$ cat config.mk
export PLATFORM = sky130hd
export DESIGN_NAME = mux_832
export DESIGN_NICKNAME = d
export VERILOG_FILES = /design/src/rtl/mux_832.sv
export SDC_FILE = /design/constraint.sdc
export NUM_CORES = 1
export LEC_CHECK = 0
export ABC_AREA = 1
export BUFFER_PORTS_ARGS = -buffer_cell sky130_fd_sc_hd__buf_2
export CAP_MARGIN = 20
export CELL_PAD_IN_SITES_DETAIL_PLACEMENT = 1
export CELL_PAD_IN_SITES_GLOBAL_PLACEMENT = 2
export CORE_ASPECT_RATIO = 1.1
export CORE_MARGIN = 2
export CORE_UTILIZATION = 19
export DETAILED_ROUTE_END_ITERATION = 7
export GPL_TIMING_DRIVEN = 0
export PLACE_DENSITY = 0.86
export SETUP_SLACK_MARGIN = 0.1
export SLEW_MARGIN = 20
export SYNTH_ARGS = -nofsm -noshare
export SYNTH_HDL_FRONTEND = slang
export SYNTH_SLANG_ARGS = --single-unit
$ cat constraint.sdc
create_clock -name CLK -period 1.51 [get_ports CLK]
set_input_delay 0.0755 -clock CLK [delete_from_list [all_inputs] [get_ports CLK]]
set_output_delay 0.0755 -clock CLK [all_outputs]
set_load 0.01 [all_outputs]
$ cat src/rtl/mux_832.sv
// Purpose: 8:1 word multiplexer with a combinational output and an enable-loaded registered copy.
// Latency: Y follows SEL/Dn with zero cycles; YQ holds the selected word one CLK cycle later.
// Backpressure: none; EN low holds YQ, RSTN low clears YQ asynchronously.
module mux_832 #(
  parameter int WIDTH = 32
) (
  input  logic             CLK,
  input  logic             RSTN,
  input  logic [2:0]       SEL,
  input  logic [WIDTH-1:0] D0,
  input  logic [WIDTH-1:0] D1,
  input  logic [WIDTH-1:0] D2,
  input  logic [WIDTH-1:0] D3,
  input  logic [WIDTH-1:0] D4,
  input  logic [WIDTH-1:0] D5,
  input  logic [WIDTH-1:0] D6,
  input  logic [WIDTH-1:0] D7,
  input  logic             EN,
  output logic [WIDTH-1:0] Y,
  output logic [WIDTH-1:0] YQ
);

  // Candidate words gathered so the and-or tree can be written as one loop.
  logic [WIDTH-1:0] d_arr [8];
  logic [7:0]       dec;
  logic [WIDTH-1:0] y_acc;

  assign d_arr[0] = D0;
  assign d_arr[1] = D1;
  assign d_arr[2] = D2;
  assign d_arr[3] = D3;
  assign d_arr[4] = D4;
  assign d_arr[5] = D5;
  assign d_arr[6] = D6;
  assign d_arr[7] = D7;

  // One-hot decode of SEL; an unknown code selects nothing rather than ORing words together.
  always_comb begin
    dec = 8'b0000_0000;
    case (SEL)
      3'd0:    dec = 8'b0000_0001;
      3'd1:    dec = 8'b0000_0010;
      3'd2:    dec = 8'b0000_0100;
      3'd3:    dec = 8'b0000_1000;
      3'd4:    dec = 8'b0001_0000;
      3'd5:    dec = 8'b0010_0000;
      3'd6:    dec = 8'b0100_0000;
      3'd7:    dec = 8'b1000_0000;
      default: dec = 8'b0000_0000;
    endcase
  end

  // Mask each word with its replicated decode bit and OR the eight masked words.
  always_comb begin
    y_acc = '0;
    for (int i = 0; i < 8; i++) begin
      y_acc = y_acc | (d_arr[i] & {WIDTH{dec[i]}});
    end
  end

  assign Y = y_acc;

  // Registered copy: cleared by reset, loaded from Y when EN is high, otherwise held.
  always_ff @(posedge CLK or negedge RSTN) begin
    if (!RSTN) begin
      YQ <= '0;
    end else if (EN) begin
      YQ <= y_acc;
    end
  end

endmodule

# Word level (Yosys, flattened, before mapping)
# Memories as Yosys holds them, arrays and structs flattened.
# Cells that the tools add are included.
word_totals:
  ram_bits: 0
  mem_count: 1
  regBits: 32
  mem_bits_ro: 64
  latch_bits: 0
  word_cells: 17
  output_inout_bits: 64
  input_bits: 262
classes:
  n_reduce_logical: 0
  addsub: 0
  n_lt_le_gt_ge: 0
  eq_ne: 0
  n_mul: 0
  div: 0
  bitwise_logic: 15
  n_shift: 0
  mux: 0
memory_table:
  columns: ["name", "words", "word_bits", "rd", "rd_clocked_by_memory_dff", "write_ports", "line", "source"]
  rows:
  - ["(name not given)", 8, 8, 1, 0, 0, "40", "case (SEL)"]
ops:
  columns: ["operator", "count"]
  rows:
  - ["32-bit bitwise AND", 8]
  - ["32-bit bitwise OR", 7]

# Longest topological paths before layout
# An unclocked memory read counts as a cell.
depth:
  ltp_word: 9
  depth_mapped: 9
  ltp_nobuf: 7

# Worst setup path before layout
# Ideal clock, no wire load.
synth_path:
  kind: "input -> register"
  from: "input SEL[2]"
  to: "register YQ[10]"
  required_time_ps: 1393
  stages: 9
  path_buffers: 2
  setup_slack_ps: 575
  t_arrival_ps: 818
  setup_time_ps: 117
  path_cell_list: "inv_1 -> buf_2 -> buf_2 -> nand4_1 -> nand2_1 -> nor2_1 -> nand2_1 -> nand2_1 -> nand2_1"
synth_via:
  elab_chain_len: 9
  elab_cells_between_ends: 16
  cone_classes: "15 x bitwise; 1 x memory"
synth_rtl:
  columns: ["item", "line", "source"]
  rows:
  - ["start, declared", "9", "input logic [2:0] SEL,"]
  - ["memory read 8 x 8 bit (*)", null, null]
  - ["32-bit bitwise AND", "57", "y_acc = y_acc | (d_arr[i] & {WIDTH{dec[i]}});"]
  - ["32-bit bitwise OR (6 in series)", "57", null]
  - ["32-bit bitwise OR (*)", "57", null]
  - ["named net Y[10]", "19", "output logic [WIDTH-1:0] Y,"]
  - ["end signal, assigned", "68", "YQ <= y_acc;"]
  - ["end, declared", "20", "output logic [WIDTH-1:0] YQ"]
# The timed path passes the listed nets; every way through them passes the cells marked *.
# A chain may end at the register's enable or synchronous reset.

# Worst setup path in the final report
layout_path:
  from: "input SEL[2]"
  to: "output Y[17]"
layout_via:
  elab_chain_len: 9
  elab_cells_between_ends: 16
  cone_classes: "15 x bitwise; 1 x memory"
layout_rtl:
  columns: ["item", "line"]
  rows:
  - ["memory read 8 x 8 bit (*)", null]
  - ["32-bit bitwise AND", "57"]
  - ["32-bit bitwise OR (6 in series)", "57"]
  - ["32-bit bitwise OR (*)", "57"]
  - ["end, declared", "19"]
# Mark *: on every way between the ends. The rest lies on a longest branch, timed or not.

==> reports/results.ini <==
[critical_path]
cp_common_cell=buf_2
critPathSlowestCell=buf_2
worst_ep_required_time_ps=1430
cp_max_fo=10
startpoint_type=input port
slowest_delay_ps=290
path_cells=buf_2 -> inv_1 -> buf_4 -> buf_2 -> nand4_1 -> nand2_1 -> nor2_1 -> nand2_1 -> buf_2
endpoint_kind=output port
path_class=in -> out
worstPathArrival_ps=1260

[global_route]
grt.busiest_layer=met2
grt_pass1_wl_mm=40.16
grt_max_degree=33
antenna_found_initial=2
met1_usage=0.2917
grt.met2_usage=0.4295
grt_pass1_vias=6780
grt_use_met3=0.04957
grt_use_total=0.2417
grt_overflow_total=0

[floorplan]
rows=55
die_w_um=142.8
die_y_um=156.7
initial_utilization=0.1944
core_mm2=0.02071
io_pins=326
fp.dieArea_mm2=0.02238

[yosys]
ys_ff_latch=32
syn_nets=956
syn_inst=694
yosysSeqAreaShare=0.1988
syn_area_mm2=0.004028
avgSynthCellArea_um2=5.803
synth_cell_types=13
yosys_warnings=0

[sta]
rsz0062_at_grt=yes
holdWs_ps=191.6
hold_violations=0
timing.setup.tns_ps=0
worst_slew_pin_slew_ps=964.7
finalCriticalPeriod_ps=1332
slew_headroom=0.3569
fin_skew_ps=0
finalSetupViolations=0
finalMaxSlewViolations=0
period_share=0.8821
max_freq_ghz=0.7507

[routing]
drc=0
vias=6492
first_pass_iters=6
wl_per_cell_um=21.25
drt_iter0_markers=330
viasPerCell=4.941
detail-route-antenna-nets=0
wirelength_mm=27.93

[clock_tree]
numCtsBuffers=5
cts_tree=built
cts_root_buffer=clkbuf_16
h-tree-depth=2
cts_sinks=32
clkTransAtPathRegs_ps=60
cts_buffer_depth=2
worstSkewPairLatency_ps=290

[power_and_ir_drop]
power_density_mw_per_mm2=640.5
ir_drop_v=0.0003530
p_leak_nw=3.705
power_mw=4.010

[placement]
dpl.hpwl_mm=22.66
gp_congestion=0.8743
portBuffers=324

[job]
maxCapViolCount=0

[final_layout]
seq_area_um2=800.8
largest_registers=YQ x32
multi_input_area_mm2=0.002739
nNetsFinal=1290
nFillCells=2792
postLayoutCoreUtil=0.3022
syn2layout_area_growth_pct=55.42
layout-drive-gt1-share=0.4008
largest_register=YQ
largest_register_ffs=32

[outcome]
outcome=completed

[min_path]
hp-class=in -> reg

-- Yosys cell counts --
cell type    n  area share
nand4_1    192        0.30
nor2_4       1      0.0028
clkbuf_1     4      0.0037
buf_4       25       0.047
dfrtp_1     32        0.20
nand2_1    256        0.24
inv_1        2      0.0019
inv_2        2      0.0019
nand3_1     64       0.080
buf_6        3      0.0084
buf_2       46       0.057
buf_1        3      0.0028
nor2_1      64       0.060
-- per-stage QoR --
step	setup slack [ps]	instance area, um^2	instances
CTS	108.0	6215	1313
detailed placement	-154.9	6006	1303
global route	64.69	6260	1314
finish	178.0	6260	1314
floorplan	574.9	4028	694
global placement	-146.4	6006	1303
-- logic make-up (layout without fill, tap and decap cells) --
logic type,count (synthesis),in the layout,synth area share
buffers and inverters,85,419,0.1224
DFF,32,32,0.1988
and+or+nand+nor,577,577,0.6788
other,0,1,0
-- what timing repair did --
action,4_1_cts,5_1_grt
setup endpoints to repair,19,30
gates resized for setup,12,20
hold endpoints to repair,32,0
buffers inserted,2,0
pin swaps,1,0
gates cloned,0,0
hold buffers,1,0
-- path summary, 6_finish.rpt --
path / start / end / slack, ps / cells after the start
worst min register to register: YQ[2] / YQ[2] / 480 / 2
worst max-delay path: SEL[2] / Y[17] / 180 / 9
worst max register to register: YQ[6] / YQ[6] / 840 / 2
max in group asynchronous: RSTN / YQ[6] / 410 / 2
min in group asynchronous: RSTN / YQ[25] / 480 / 2
worst min-delay path: EN / YQ[13] / 190 / 3
-- layout by cell type, fill, tap and decap left out, drive strengths merged --
cell type,count
buf,391
clkbuf,23
dfrtp,32
diode,1
dlygate4sd3,1
inv,4
nand2,256
nand3,64
nand4,192
nor2,65
-- routing by layer --
metal	vias up	routed length [um]
li1	3126	-
met1	3051	11590
met2	272	13880
met3	41	1842
met4	2	601
met5	-	16
-- power by group --
group	leakage, nW	internal, mW	switching [mW]
sequential	0.400	0.977	0.0663
combinational	3.23	0.711	1.10
clock	0.0760	0.695	0.461
total	3.71	2.38	1.63
-- critical path: cells and delay by family --
kind / cells / cell delay, ps
buffers and inverters: 5 / 810
AND/OR/NAND/NOR: 4 / 370
-- area by class of cell --
cell class / instances / share of cell area
Tap cell: 285 / 0.05697
Buffer: 81 / 0.08695
Sequential cell: 32 / 0.1279
Inverter: 4 / 0.002798
Clock buffer: 7 / 0.02439
Timing Repair Buffer: 327 / 0.2630
Multi-Input combinational cell: 577 / 0.4375
Antenna cell: 1 / 0.0003998
(Power assumes the default switching activity.)
